--- src/rtl/slt_seq_pkg.sv ---
// slt_seq_pkg -- shared definitions for the sequential set-less-than unit.
//   state_t      : FSM encoding (IDLE/BUSY/DONE)
//   chunk_legal  : legality of a WIDTH/CHUNK pairing
//   idx_width    : bit width of the slice index (clog2 of slice count, min 1)
// Optional feature macro used by the files that import this package:
// SLT_SEQ_FLAGS_EN.
package slt_seq_pkg;

   typedef enum logic [1:0] {
      IDLE = 2'd0,
      BUSY = 2'd1,
      DONE = 2'd2
   } state_t;

   function automatic bit chunk_legal(input int width, input int chunk);
      return (width >= 2) && (chunk >= 1) && (chunk <= width) && ((width % chunk) == 0);
   endfunction

   function automatic int idx_width(input int nchunk);
      return (nchunk <= 1) ? 1 : $clog2(nchunk);
   endfunction

endpackage

--- src/rtl/slt_seq_unit_if.sv ---
// slt_seq_unit_if -- request/response bundle for slt_seq_unit.
//   in_valid/in_ready/in_a/in_b/in_signed : request handshake and operands
//   out_valid/out_ready/result            : response handshake and result
//   eq/ovf                                : extra flags, only when SLT_SEQ_FLAGS_EN is defined
// master = producer/consumer side, slave = the unit.
interface slt_seq_unit_if
   import slt_seq_pkg::*;
#(
   parameter int WIDTH = 32
);
   logic             in_valid;
   logic             in_ready;
   logic [WIDTH-1:0] in_a;
   logic [WIDTH-1:0] in_b;
   logic             in_signed;
   logic             out_valid;
   logic             out_ready;
   logic [WIDTH-1:0] result;
`ifdef SLT_SEQ_FLAGS_EN
   logic             eq;
   logic             ovf;
`endif

   modport master (
      output in_valid, in_a, in_b, in_signed, out_ready,
      input  in_ready, out_valid, result
`ifdef SLT_SEQ_FLAGS_EN
      , input eq, ovf
`endif
   );

   modport slave (
      input  in_valid, in_a, in_b, in_signed, out_ready,
      output in_ready, out_valid, result
`ifdef SLT_SEQ_FLAGS_EN
      , output eq, ovf
`endif
   );

endinterface

--- src/rtl/slt_slice_sub.sv ---
// slt_slice_sub -- one CHUNK-bit slice of A + ~B + cin.
//   a, nb : operand A slice and inverted operand B slice
//   cin   : carry into the slice
//   sum   : slice sum
//   cout  : carry out of the slice MSB
//   cmsb  : carry into the slice MSB (used for signed overflow)
module slt_slice_sub
   import slt_seq_pkg::*;
#(
   parameter int CHUNK = 8
) (
   input  logic [CHUNK-1:0] a,
   input  logic [CHUNK-1:0] nb,
   input  logic             cin,
   output logic [CHUNK-1:0] sum,
   output logic             cout,
   output logic             cmsb
);
   logic [CHUNK:0] full;

   assign full = {1'b0, a} + {1'b0, nb} + {{CHUNK{1'b0}}, cin};
   assign sum  = full[CHUNK-1:0];
   assign cout = full[CHUNK];
   // The MSB sum bit is a ^ nb ^ carry-in, so the carry in is recoverable.
   assign cmsb = sum[CHUNK-1] ^ a[CHUNK-1] ^ nb[CHUNK-1];

endmodule

--- src/rtl/slt_seq_unit.sv ---
// slt_seq_unit -- multi-cycle set-less-than, one CHUNK-bit slice per cycle.
//   clk   : clock, rising edge
//   reset : synchronous, active-high
//   bus   : slt_seq_unit_if.slave (request, response, optional flags)
// Optional feature: SLT_SEQ_FLAGS_EN adds eq (A == B) and ovf (signed
// overflow of A-B), registered with the result.
//
// state | meaning
// IDLE  | in_ready=1, waiting for a request
// BUSY  | fetch slice operands, then one slice per cycle LSB upward
// DONE  | out_valid=1, result held until out_ready
module slt_seq_unit
   import slt_seq_pkg::*;
#(
   parameter int WIDTH = 32,
   parameter int CHUNK = 8
) (
   input logic           clk,
   input logic           reset,
   slt_seq_unit_if.slave bus
);
   localparam int            NCHUNK   = WIDTH / CHUNK;
   localparam int            IW       = idx_width(NCHUNK);
   localparam logic [IW-1:0] LAST_IDX = IW'(NCHUNK - 1);

   if (!chunk_legal(WIDTH, CHUNK)) begin : g_bad_cfg
      $error("slt_seq_unit: WIDTH must be >= 2 and a multiple of CHUNK");
   end

   state_t           state_q, state_d;
   logic [WIDTH-1:0] a_q, nb_q;
   logic [CHUNK-1:0] sl_a_q, sl_nb_q;
   logic             signed_q, carry_q, fetched_q;
   logic [IW-1:0]    idx_q;
   logic [WIDTH-1:0] res_q;

   logic [CHUNK-1:0] sl_sum;
   logic             sl_cout, sl_cmsb;
   logic             last_slice, ovf_now, slt_bit;

   slt_slice_sub #(.CHUNK(CHUNK)) u_slice (
      .a    (sl_a_q),
      .nb   (sl_nb_q),
      .cin  (carry_q),
      .sum  (sl_sum),
      .cout (sl_cout),
      .cmsb (sl_cmsb)
   );

   assign last_slice = fetched_q && (idx_q == LAST_IDX);
   assign ovf_now    = sl_cmsb ^ sl_cout;
   assign slt_bit    = signed_q ? (sl_sum[CHUNK-1] ^ ovf_now) : ~sl_cout;

   always_ff @(posedge clk) begin
      if (reset) state_q <= IDLE;
      else       state_q <= state_d;
   end

   always_comb begin
      state_d = state_q;
      unique case (state_q)
         IDLE:    if (bus.in_valid) state_d = BUSY;
         BUSY:    if (last_slice)   state_d = DONE;
         DONE:    if (bus.out_ready) state_d = IDLE;
         default: state_d = IDLE;
      endcase
   end

   always_comb begin
      bus.in_ready  = (state_q == IDLE);
      bus.out_valid = (state_q == DONE);
      bus.result    = res_q;
   end

   // Slice operands are registered from the shift registers, so the first
   // BUSY cycle only fetches slice 0; the adder then runs flop to flop.
   always_ff @(posedge clk) begin
      if (reset) begin
         a_q       <= '0;
         nb_q      <= '0;
         sl_a_q    <= '0;
         sl_nb_q   <= '0;
         signed_q  <= 1'b0;
         carry_q   <= 1'b1;
         fetched_q <= 1'b0;
         idx_q     <= '0;
         res_q     <= '0;
      end else begin
         unique case (state_q)
            IDLE: begin
               if (bus.in_valid) begin
                  a_q       <= bus.in_a;
                  nb_q      <= ~bus.in_b;
                  signed_q  <= bus.in_signed;
                  carry_q   <= 1'b1;
                  idx_q     <= '0;
                  fetched_q <= 1'b0;
               end
            end
            BUSY: begin
               sl_a_q    <= a_q[CHUNK-1:0];
               sl_nb_q   <= nb_q[CHUNK-1:0];
               a_q       <= a_q >> CHUNK;
               nb_q      <= nb_q >> CHUNK;
               fetched_q <= 1'b1;
               if (fetched_q) begin
                  carry_q <= sl_cout;
                  idx_q   <= idx_q + 1'b1;
                  if (last_slice) res_q <= {{(WIDTH-1){1'b0}}, slt_bit};
               end
            end
            default: ;
         endcase
      end
   end

`ifdef SLT_SEQ_FLAGS_EN
   logic zacc_q, eq_q, ovf_q;

   always_ff @(posedge clk) begin
      if (reset) begin
         zacc_q <= 1'b0;
         eq_q   <= 1'b0;
         ovf_q  <= 1'b0;
      end else if (state_q == IDLE && bus.in_valid) begin
         zacc_q <= 1'b1;
      end else if (state_q == BUSY && fetched_q) begin
         zacc_q <= zacc_q & (sl_sum == '0);
         if (last_slice) begin
            eq_q  <= zacc_q & (sl_sum == '0);
            ovf_q <= ovf_now;
         end
      end
   end

   assign bus.eq  = eq_q;
   assign bus.ovf = ovf_q;
`else
   // Only the sum MSB matters without the eq flag.
   logic unused_sum;
   assign unused_sum = ^sl_sum;
`endif

endmodule

--- src/flat_wrapper.sv ---
// flat-port wrapper written by rule: the top's interface ports become plain ports
module slt_seq_unit_flat import slt_seq_pkg::*;
#(
   parameter int WIDTH = 32,
   parameter int CHUNK = 8
)
  (clk, reset, bus_in_valid, bus_in_a, bus_in_b, bus_in_signed, bus_out_ready, bus_in_ready, bus_out_valid, bus_result);
  slt_seq_unit_if #(.WIDTH(WIDTH)) bus_i ();
  input logic clk;
  input logic reset;
  input wire logic [$bits(bus_i.in_valid)-1:0] bus_in_valid;
  input wire logic [$bits(bus_i.in_a)-1:0] bus_in_a;
  input wire logic [$bits(bus_i.in_b)-1:0] bus_in_b;
  input wire logic [$bits(bus_i.in_signed)-1:0] bus_in_signed;
  input wire logic [$bits(bus_i.out_ready)-1:0] bus_out_ready;
  output wire logic [$bits(bus_i.in_ready)-1:0] bus_in_ready;
  output wire logic [$bits(bus_i.out_valid)-1:0] bus_out_valid;
  output wire logic [$bits(bus_i.result)-1:0] bus_result;
  assign bus_i.in_valid = bus_in_valid;
  assign bus_i.in_a = bus_in_a;
  assign bus_i.in_b = bus_in_b;
  assign bus_i.in_signed = bus_in_signed;
  assign bus_i.out_ready = bus_out_ready;
  assign bus_in_ready = bus_i.in_ready;
  assign bus_out_valid = bus_i.out_valid;
  assign bus_result = bus_i.result;
  slt_seq_unit #(.WIDTH(WIDTH), .CHUNK(CHUNK)) u_core (.clk(clk), .reset(reset), .bus(bus_i));
endmodule
--- config.mk ---
export PLATFORM = sky130hd
export DESIGN_NAME = slt_seq_unit_flat
export DESIGN_NICKNAME = d
export VERILOG_FILES = /design/src/rtl/slt_seq_pkg.sv /design/src/rtl/slt_seq_unit_if.sv /design/src/rtl/slt_slice_sub.sv /design/src/rtl/slt_seq_unit.sv /design/src/flat_wrapper.sv
export SDC_FILE = /design/constraint.sdc
export NUM_CORES = 1
export LEC_CHECK = 0
export CAP_MARGIN = 20
export CORE_MARGIN = 5
export CORE_UTILIZATION = 50
export CTS_CLUSTER_SIZE = 24
export DETAILED_ROUTE_END_ITERATION = 16
export DONT_BUFFER_PORTS = 1
export SLEW_MARGIN = 20
export SYNTH_ARGS = -nofsm -noshare
export SYNTH_HDL_FRONTEND = slang
export SYNTH_HIERARCHICAL = 1
export SYNTH_SLANG_ARGS = --single-unit
--- constraint.sdc ---
create_clock -name clk -period 3.6 [get_ports clk]
set_clock_uncertainty 0.1 [all_clocks]
set_input_delay 0.72 -clock clk [delete_from_list [all_inputs] [get_ports clk]]
set_output_delay 0.72 -clock clk [all_outputs]
set_load 0.01 [all_outputs]
# After elaboration in Yosys (flattened, before gate mapping)
# Cells that the tools add are included.
[totals]
register_bits = 88
elab_cells = 51
[classes]
add_sub_neg = 3
n_eq_ne = 7
n_mux = 17
bitwise = 6
n_reduce_logical = 8
[ops]
columns = ["op", "count"]
rows = [
  ["$pmux W32 S2", 2],
  ["$mux W32", 2],
  ["$not A32 Y32", 1],
  ["$mux W2", 5],
  ["$add A8 B8 Y9", 1],
  ["$add A9 B1 Y9", 1],
  ["$reduce_and A3 Y1", 3],
  ["$pmux W2 S3", 1],
  ["$eq A2 B2 Y1 const B", 2],
  ["$mux W1", 4],
  ["$ne A2 B1 Y1 const B", 2],
  ["$ne A2 B2 Y1 const B", 2],
  ["$pmux W1 S2", 2],
  ["$pmux W2 S2", 1],
  ["$reduce_and A2 Y1", 2],
  ["$xor A1 B1 Y1", 4],
  ["$add A2 B1 Y2 const B", 1],
  ["$eq A2 B1 Y1 const B", 1],
  ["$logic_not A2 Y1", 1],
  ["$reduce_bool A2 Y1", 1],
  ["$logic_and A1 B1 Y1", 1],
  ["$not A1 Y1", 1],
]

# Logic depth before layout (Yosys ltp)
# Gate-level depths: netlist (run 1).
[depth]
ltp_word = 7
depth_mapped = 9

# Hierarchy
# Netlist (run 1), hierarchy kept.
[by_module_without_submodules]
columns = ["mod", "n_inst", "cells_per_inst", "area_each_um2"]
rows = [
  ["slt_seq_unit", 1, 466, 3908.7],
  ["slt_slice_sub", 1, 43, 376.6],
]

# Worst setup path before layout (run 1)
# Ideal clock, no wire load.
[synth_timing]
path_kind = "reg2reg"
start = "register u_core.sl_a_q[0]"
end = "register u_core.res_q[0] (netlist: u_core/bus.result[0])"
setup_ns = 0.122
arrival_time_ns = 2.567
setup_slack_ns = 0.811
path_stages_with_launch = 9
path_buffers = 0
period_less_slack_ns = 2.789
cell_sequence = "dfxtp_1 > fa_1 > fa_1 > a21o_1 > a21o_1 > a2111oi_0 > o21bai_1 > nor3b_1 > a311o_1"
[synth_via]
elab_cells_between_ends = 8
classes_between = "add/sub: 2; mux: 1; bitwise: 5"
[synth_rtl]
columns = ["element", "line", "text"]
rows = [
  ["from (decl)", "slt_seq_unit.sv:32", "logic [CHUNK-1:0] sl_a_q, sl_nb_q;"],
  ["from (signal assigned)", "slt_seq_unit.sv:101", "sl_a_q <= a_q[CHUNK-1:0];"],
  ["$add A8 B8 Y9 *", "slt_slice_sub.sv:21", "assign full = {1'b0, a} + {1'b0, nb} + {{CHUNK{1'b0}}, cin};"],
  ["$add A9 B1 Y9 *", "slt_slice_sub.sv:21", ""],
  ["named net u_core.sl_cout", "slt_seq_unit.sv:38", "logic sl_cout, sl_cmsb;"],
  ["$xor A1 B1 Y1", "slt_seq_unit.sv:51", "assign ovf_now = sl_cmsb ^ sl_cout;"],
  ["$xor A1 B1 Y1", "slt_seq_unit.sv:52", "assign slt_bit = signed_q ? (sl_sum[CHUNK-1] ^ ovf_now) : ~sl_cout;"],
  ["$mux W1 *", "slt_seq_unit.sv:52", ""],
  ["to (signal assigned)", "slt_seq_unit.sv:109", "if (last_slice) res_q <= {{(WIDTH-1){1'b0}}, slt_bit};"],
  ["to (decl)", "slt_seq_unit.sv:35", "logic [WIDTH-1:0] res_q;"],
]
# Mark *: on every way through the listed nets, which the timed path passes. The rest lies on a longest branch.
# A chain may end at the register's enable or synchronous reset.

# Final worst setup path (run 1)
# Same ends and word-level chain as after synthesis.

==> results.toml, run 1 <==
[status]
status = "finished, final reports clean"

[floorplanning]
ios = 103
rows = 33
dieArea_um2 = 10300
die_h_um = 101
initial_core_util_pct = 51.2
core_um2 = 8180
die_w_um = 101

[clocking]
clk_pin_slew_ns = 0.09
postCtsSetupBuffers = 0
cts_hold_buf = 0
cts_resized = 0
root_buffer = "clkbuf_8"
cts_buffers = 9
clkSinkCount = 88
cts_tree = "yes"
max-clock-path-buffers = 2
insertion_delay_ns = 0.35
htree_levels = 3

[power]
power.leakage_nw = 1.71
vdd_drop_max_uv = 204
powerDensity_nw_per_um2 = 454
finalPower_mw = 1.92

[cells_and_area]
diodes = 0
area_delta_synth_final_pct = 0.957
n_fill_cell = 816
nets = 547
drive_gt1_share_pct = 6.77
postLayoutCoreUtil_pct = 51.7
final_cells = 578

[setup_path]
criticalPathCategory = "register to register"
critPathLaunchType = "register"
critical_path.startpoint = "u_core/sl_a_q[0]$_SDFFE_PP0N_"
path_depth = 8
max_stage_delay_ns = 0.48
worstRegToRegCells = 8
cp_top_family = "compound AO/OA/AOI/OAI gates"
path_cells = "fa_1 -> fa_1 -> a21o_1 -> a21o_1 -> a2111oi_0 -> o21bai_1 -> nor3b_1 -> a311o_1"
crit_fanout = 3
required_ns = 3.74
crit_slowest_cell = "fa_1"
crit_arrival_ns = 2.93
regToRegStartpoint = "u_core/sl_a_q[0]$_SDFFE_PP0N_"
path_buf_inv = 0
end_kind = "register"

[timing]
final_hold_viol_count = 0
final_max_slew_viol_count = 0
rsz0062_at_grt = "no"
fin_setup_tns_ns = 0
post-route-period-util_pct = 77.5
final-setup-viol-count = 0
fin_ws_ns = 0.809
relSlewSlack_pct = 39.4
worstMarginPinSlew_ns = 0.910
fin_crit_ns = 2.79
timing.fmax_mhz = 358

[detailed_routing]
drtAntennaViolNets = 0
finalWirelength_mm = 8.89
first_pass_iters = 4
vias = 3130
wl_per_cell_um = 15.4
via_per_inst = 5.42
drtIter0Drc = 194
drc = 0

[yosys]
syn_area_um2 = 4190
synth.avg_cell_area_um2 = 8.46
yosys_warnings = 6
syn_inst = 495

[job]
cap_violations = 0

[place]
post-place-ws_ns = 0.823
dp.cells = 562
io_buffers = 0
hpwl_mm = 5.91
routabilityCongestion = 0.733

[grt]
gr-usage-all-layers_pct = 17.6
antenna_found_initial = 0
gr-total-overflow = 0
grt_pass1_vias = 2980
grt_pass1_wl_mm = 14.5
grt_max_degree = 91

[min_path]
min_from = "reset"
hold_depth = 1
hold_class = "input pin to register"
-- layer usage --
metal	share of wire, %	global-route usage [%]	up-vias
met5	0	0	-
met4	0.69	6.44	0
met3	7.6	5.10	5
met2	44	24.9	88
met1	48	25.3	1429
li1	-	-	1608
-- worst paths after layout --
path	to	slack, ns
worst max-delay path	u_core/bus.result[0]$_SDFFE_PP0P_	0.81
worst min-delay path	u_core/a_q[29]$_SDFFE_PP0P_	0.33
worst max register to register	u_core/bus.result[0]$_SDFFE_PP0P_	0.81
worst min register to register	u_core/sl_a_q[7]$_SDFFE_PP0N_	0.34
-- final cells by class --
| cell class | instances | area (um2) | share of cell area, % |
|---|---|---|---|
| clock buffer | 9 | 124 | 2.93 |
| clock inverter | 7 | 45.0 | 1.07 |
| inverter | 1 | 3.75 | 0.0888 |
| multi-input combinational | 363 | 2110 | 49.9 |
| sequential | 88 | 1760 | 41.7 |
| tap | 105 | 131 | 3.11 |
| timing repair buffer | 5 | 50.0 | 1.18 |
-- flip-flops by register name (all words and copies together) (netlist names) --
register / flops
u_core/state_q: 2
u_core/signed_q: 1
u_core/nb_q: 32
u_core/sl_nb_q: 8
u_core/a_q: 32
u_core/fetched_q: 1
u_core/idx_q: 2
u_core/carry_q: 1
u_core/sl_a_q: 8
u_core/bus.result: 1
-- power breakdown --
part	switching, mW	internal [mW]	leakage [nW]
clock	0.354	0.251	0.0896
combinational	0.134	0.0977	0.898
sequential	0.0416	1.04	0.724
-- through the flow --
stage | hold WS [ns] | cell area, um2
global route | 0.306 | 4230
detailed placement | 0.339 | 4060
floorplan | 0.332 | 4300
global placement | 0.334 | 4060
CTS | 0.311 | 4230
finish | 0.331 | 4230
-- placed cells by master (no fill, tap or decap), types with 2 or more instances in the layout --
cell and n:
ha_1 8, o21ai_0 2, nor2_1 46, a22oi_1 8, nand2_1 107, a2bb2oi_1 8, a21oi_1 47, dfxtp_1 88
fa_1 2, inv_6 2, xnor2_1 2, clkbuf_8 9, nand3_1 3, a211o_1 24, conb_1 31, nor3b_1 26
a21o_1 2, a311oi_1 25, clkinv_2 4, buf_4 4, o21bai_1 2
No activity file was read; power rests on OpenSTA's default activity.
==> run 2, diff against run 1 <==
==> constraint.sdc (replaced) <==
create_clock -name clk -period 2.58 [get_ports clk]
set_clock_uncertainty 0.1 [all_clocks]
set_input_delay 0.516 -clock clk [delete_from_list [all_inputs] [get_ports clk]]
set_output_delay 0.516 -clock clk [all_outputs]
set_load 0.01 [all_outputs]
==> run 2 against run 1 <==
Compared with the run above:
- final cell count grew 0.69%
- die area unchanged
- hold slack worse by 0.21 ns
- critical path depth up 1
- register-to-register slack got worse by 0.70 ns
- via count rose by 1.8%
- maximum frequency rose by 13%
- critical path type unchanged
- largest power group unchanged
==> results.toml, run 2 (same netlist as run 1, synthesis figures left out) <==
[detailed_routing]
via_per_inst = 5.47
finalWirelength_mm = 8.98
vias = 3185
wl_per_cell_um = 15.4
drtIter0Drc = 196
drtAntennaViolNets = 0
first_pass_iters = 5
drc = 0

[timing]
fin_crit_ns = 2.47
final_max_slew_viol_count = 0
final_hold_viol_count = 0
worstMarginPinSlew_ns = 0.776
whs_ns = 0.120
final-setup-viol-count = 0
fin_ws_ns = 0.111
relSlewSlack_pct = 48.0
rsz0062_at_grt = "yes"
timing.fmax_mhz = 405
post-route-period-util_pct = 95.7

[cells_and_area]
n_fill_cell = 787
diodes = 0
nets = 551
reg_top3 = "u_core/a_q (32), u_core/nb_q (32)"
area_delta_synth_final_pct = 4.42
final_cells = 582
final_cell_mix = "107 x nand2_1, 86 x dfxtp_1, 47 x a21oi_1"
drive_gt1_share_pct = 8.81
layout_commonest_cell = "nand2_1"
postLayoutCoreUtil_pct = 53.5

[clocking]
cts_tree = "yes"
clkSinkCount = 88
htree_levels = 3
insertion_delay_ns = 0.35
clk_pin_slew_ns = 0.09
max-clock-path-buffers = 2
cts_buffers = 9
root_buffer = "clkbuf_8"

[min_path]
hold_depth = 1
hold_class = "input pin to register"
min_from = "reset"
hold_end = "u_core/a_q[24]$_SDFFE_PP0P_"

[status]
status = "finished, final reports clean"

[setup_path]
critPathLaunchType = "register"
crit_arrival_ns = 2.67
reg2reg_to = "u_core/bus.result[0]$_SDFFE_PP0P_"
worstRegToRegCells = 9
end_kind = "register"
crit_fanout = 2
ff2ff_setup_slack_ns = 0.11
criticalPathCategory = "register to register"
regToRegStartpoint = "u_core/carry_q$_SDFFE_PP1P_"
required_ns = 2.78

[place]
routabilityCongestion = 0.775
post-place-ws_ns = -0.0354
hpwl_mm = 6.03
io_buffers = 0
dp.cells = 566

[power]
seqPwrFrac_pct = 51.8
powerDensity_nw_per_um2 = 663
finalPower_mw = 2.90
pwr-share-comb_pct = 11.9
vdd_drop_max_uv = 277
power_frac_clock_pct = 36.3
p_sw_mw = 0.752
power.leakage_nw = 1.74
swShare_pct = 26.0
internal_power_mw = 2.15

[grt]
grt_max_degree = 91
grt_pass1_vias = 2949
gr-total-overflow = 0
antenna_found_initial = 0
grt_pass1_wl_mm = 14.9
gr-usage-all-layers_pct = 18.2

[floorplanning]
dieArea_um2 = 10300
core_um2 = 8180
rows = 33
die_h_um = 101
die_w_um = 101
ios = 103
initial_core_util_pct = 51.2

[job]
cap_violations = 0
run 2: layout make-up:
| class | instances | area [um2] | share of cell area, % |
|---|---|---|---|
| multi-input combinational | 363 | 2160 | 49.4 |
| sequential | 88 | 1760 | 40.4 |
| tap | 105 | 131 | 3.01 |
| clock buffer | 10 | 128 | 2.92 |
| clock inverter | 6 | 92.6 | 2.12 |
| timing repair buffer | 9 | 92.6 | 2.12 |
| inverter | 1 | 3.75 | 0.0859 |
run 2: power by group through the flow:
stage	clock (mW)	sequential [mW]	combinational, mW
2_1_floorplan	0	1.52	0.340
3_3_place_gp	0	1.53	0.331
3_5_place_dp	0	1.53	0.336
4_1_cts	1.08	1.50	0.346
5_1_grt	1.14	1.51	0.392
6_report	1.05	1.50	0.346
run 2: timing repair:
item	in CTS	in global routing
endpoints found under the setup margin	1	2
setup buffers	0	0
pin swaps	7	6
resized for setup	4	2
hold buffers	0	0
run 2: worst max-delay path: stages, from the launching register on:
cell and delay (ns):
dfxtp_2 0.34, fa_2 0.41, fa_2 0.33, a21o_1 0.17, a21o_1 0.17, a2111oi_4 0.28, o21bai_1 0.13, buf_4 0.16
a2111oi_4 0.18, a311o_1 0.14
run 2: through the flow:
step                      instance area [um2]   TNS [ns]
after global routing                     4370    -0.0359
after floorplan                          4310          0
after CTS                                4360          0
after global placement                   4110  -0.000832
after detailed placement                 4110    -0.0354
final                                    4370          0
run 2: routing by layer:
layer | wire, um | track usage (%) | share of wire [%] | up-vias
met5 | 0 | 0 | 0 | -
met4 | 115 | 7.06 | 1.3 | 0
met1 | 4280 | 26.2 | 48 | 1469
met2 | 3960 | 25.8 | 44 | 92
met3 | 628 | 4.96 | 7.0 | 10
li1 | - | - | - | 1614
run 2: worst max path at each step:
stage                                              from                           endpoint  slack (ns)  depth (start not counted)
after floorplan             u_core/carry_q$_SDFFE_PP1P_  u_core/bus.result[0]$_SDFFE_PP0P_        0.03                          8
after global routing        u_core/carry_q$_SDFFE_PP1P_  u_core/bus.result[0]$_SDFFE_PP0P_       -0.04                          9
after detailed placement    u_core/carry_q$_SDFFE_PP1P_  u_core/bus.result[0]$_SDFFE_PP0P_       -0.04                          8
after CTS                 u_core/sl_a_q[0]$_SDFFE_PP0N_  u_core/bus.result[0]$_SDFFE_PP0P_       0.001                          9
after global placement      u_core/carry_q$_SDFFE_PP1P_  u_core/bus.result[0]$_SDFFE_PP0P_     -0.0008                          8
final                       u_core/carry_q$_SDFFE_PP1P_  u_core/bus.result[0]$_SDFFE_PP0P_        0.11                          9
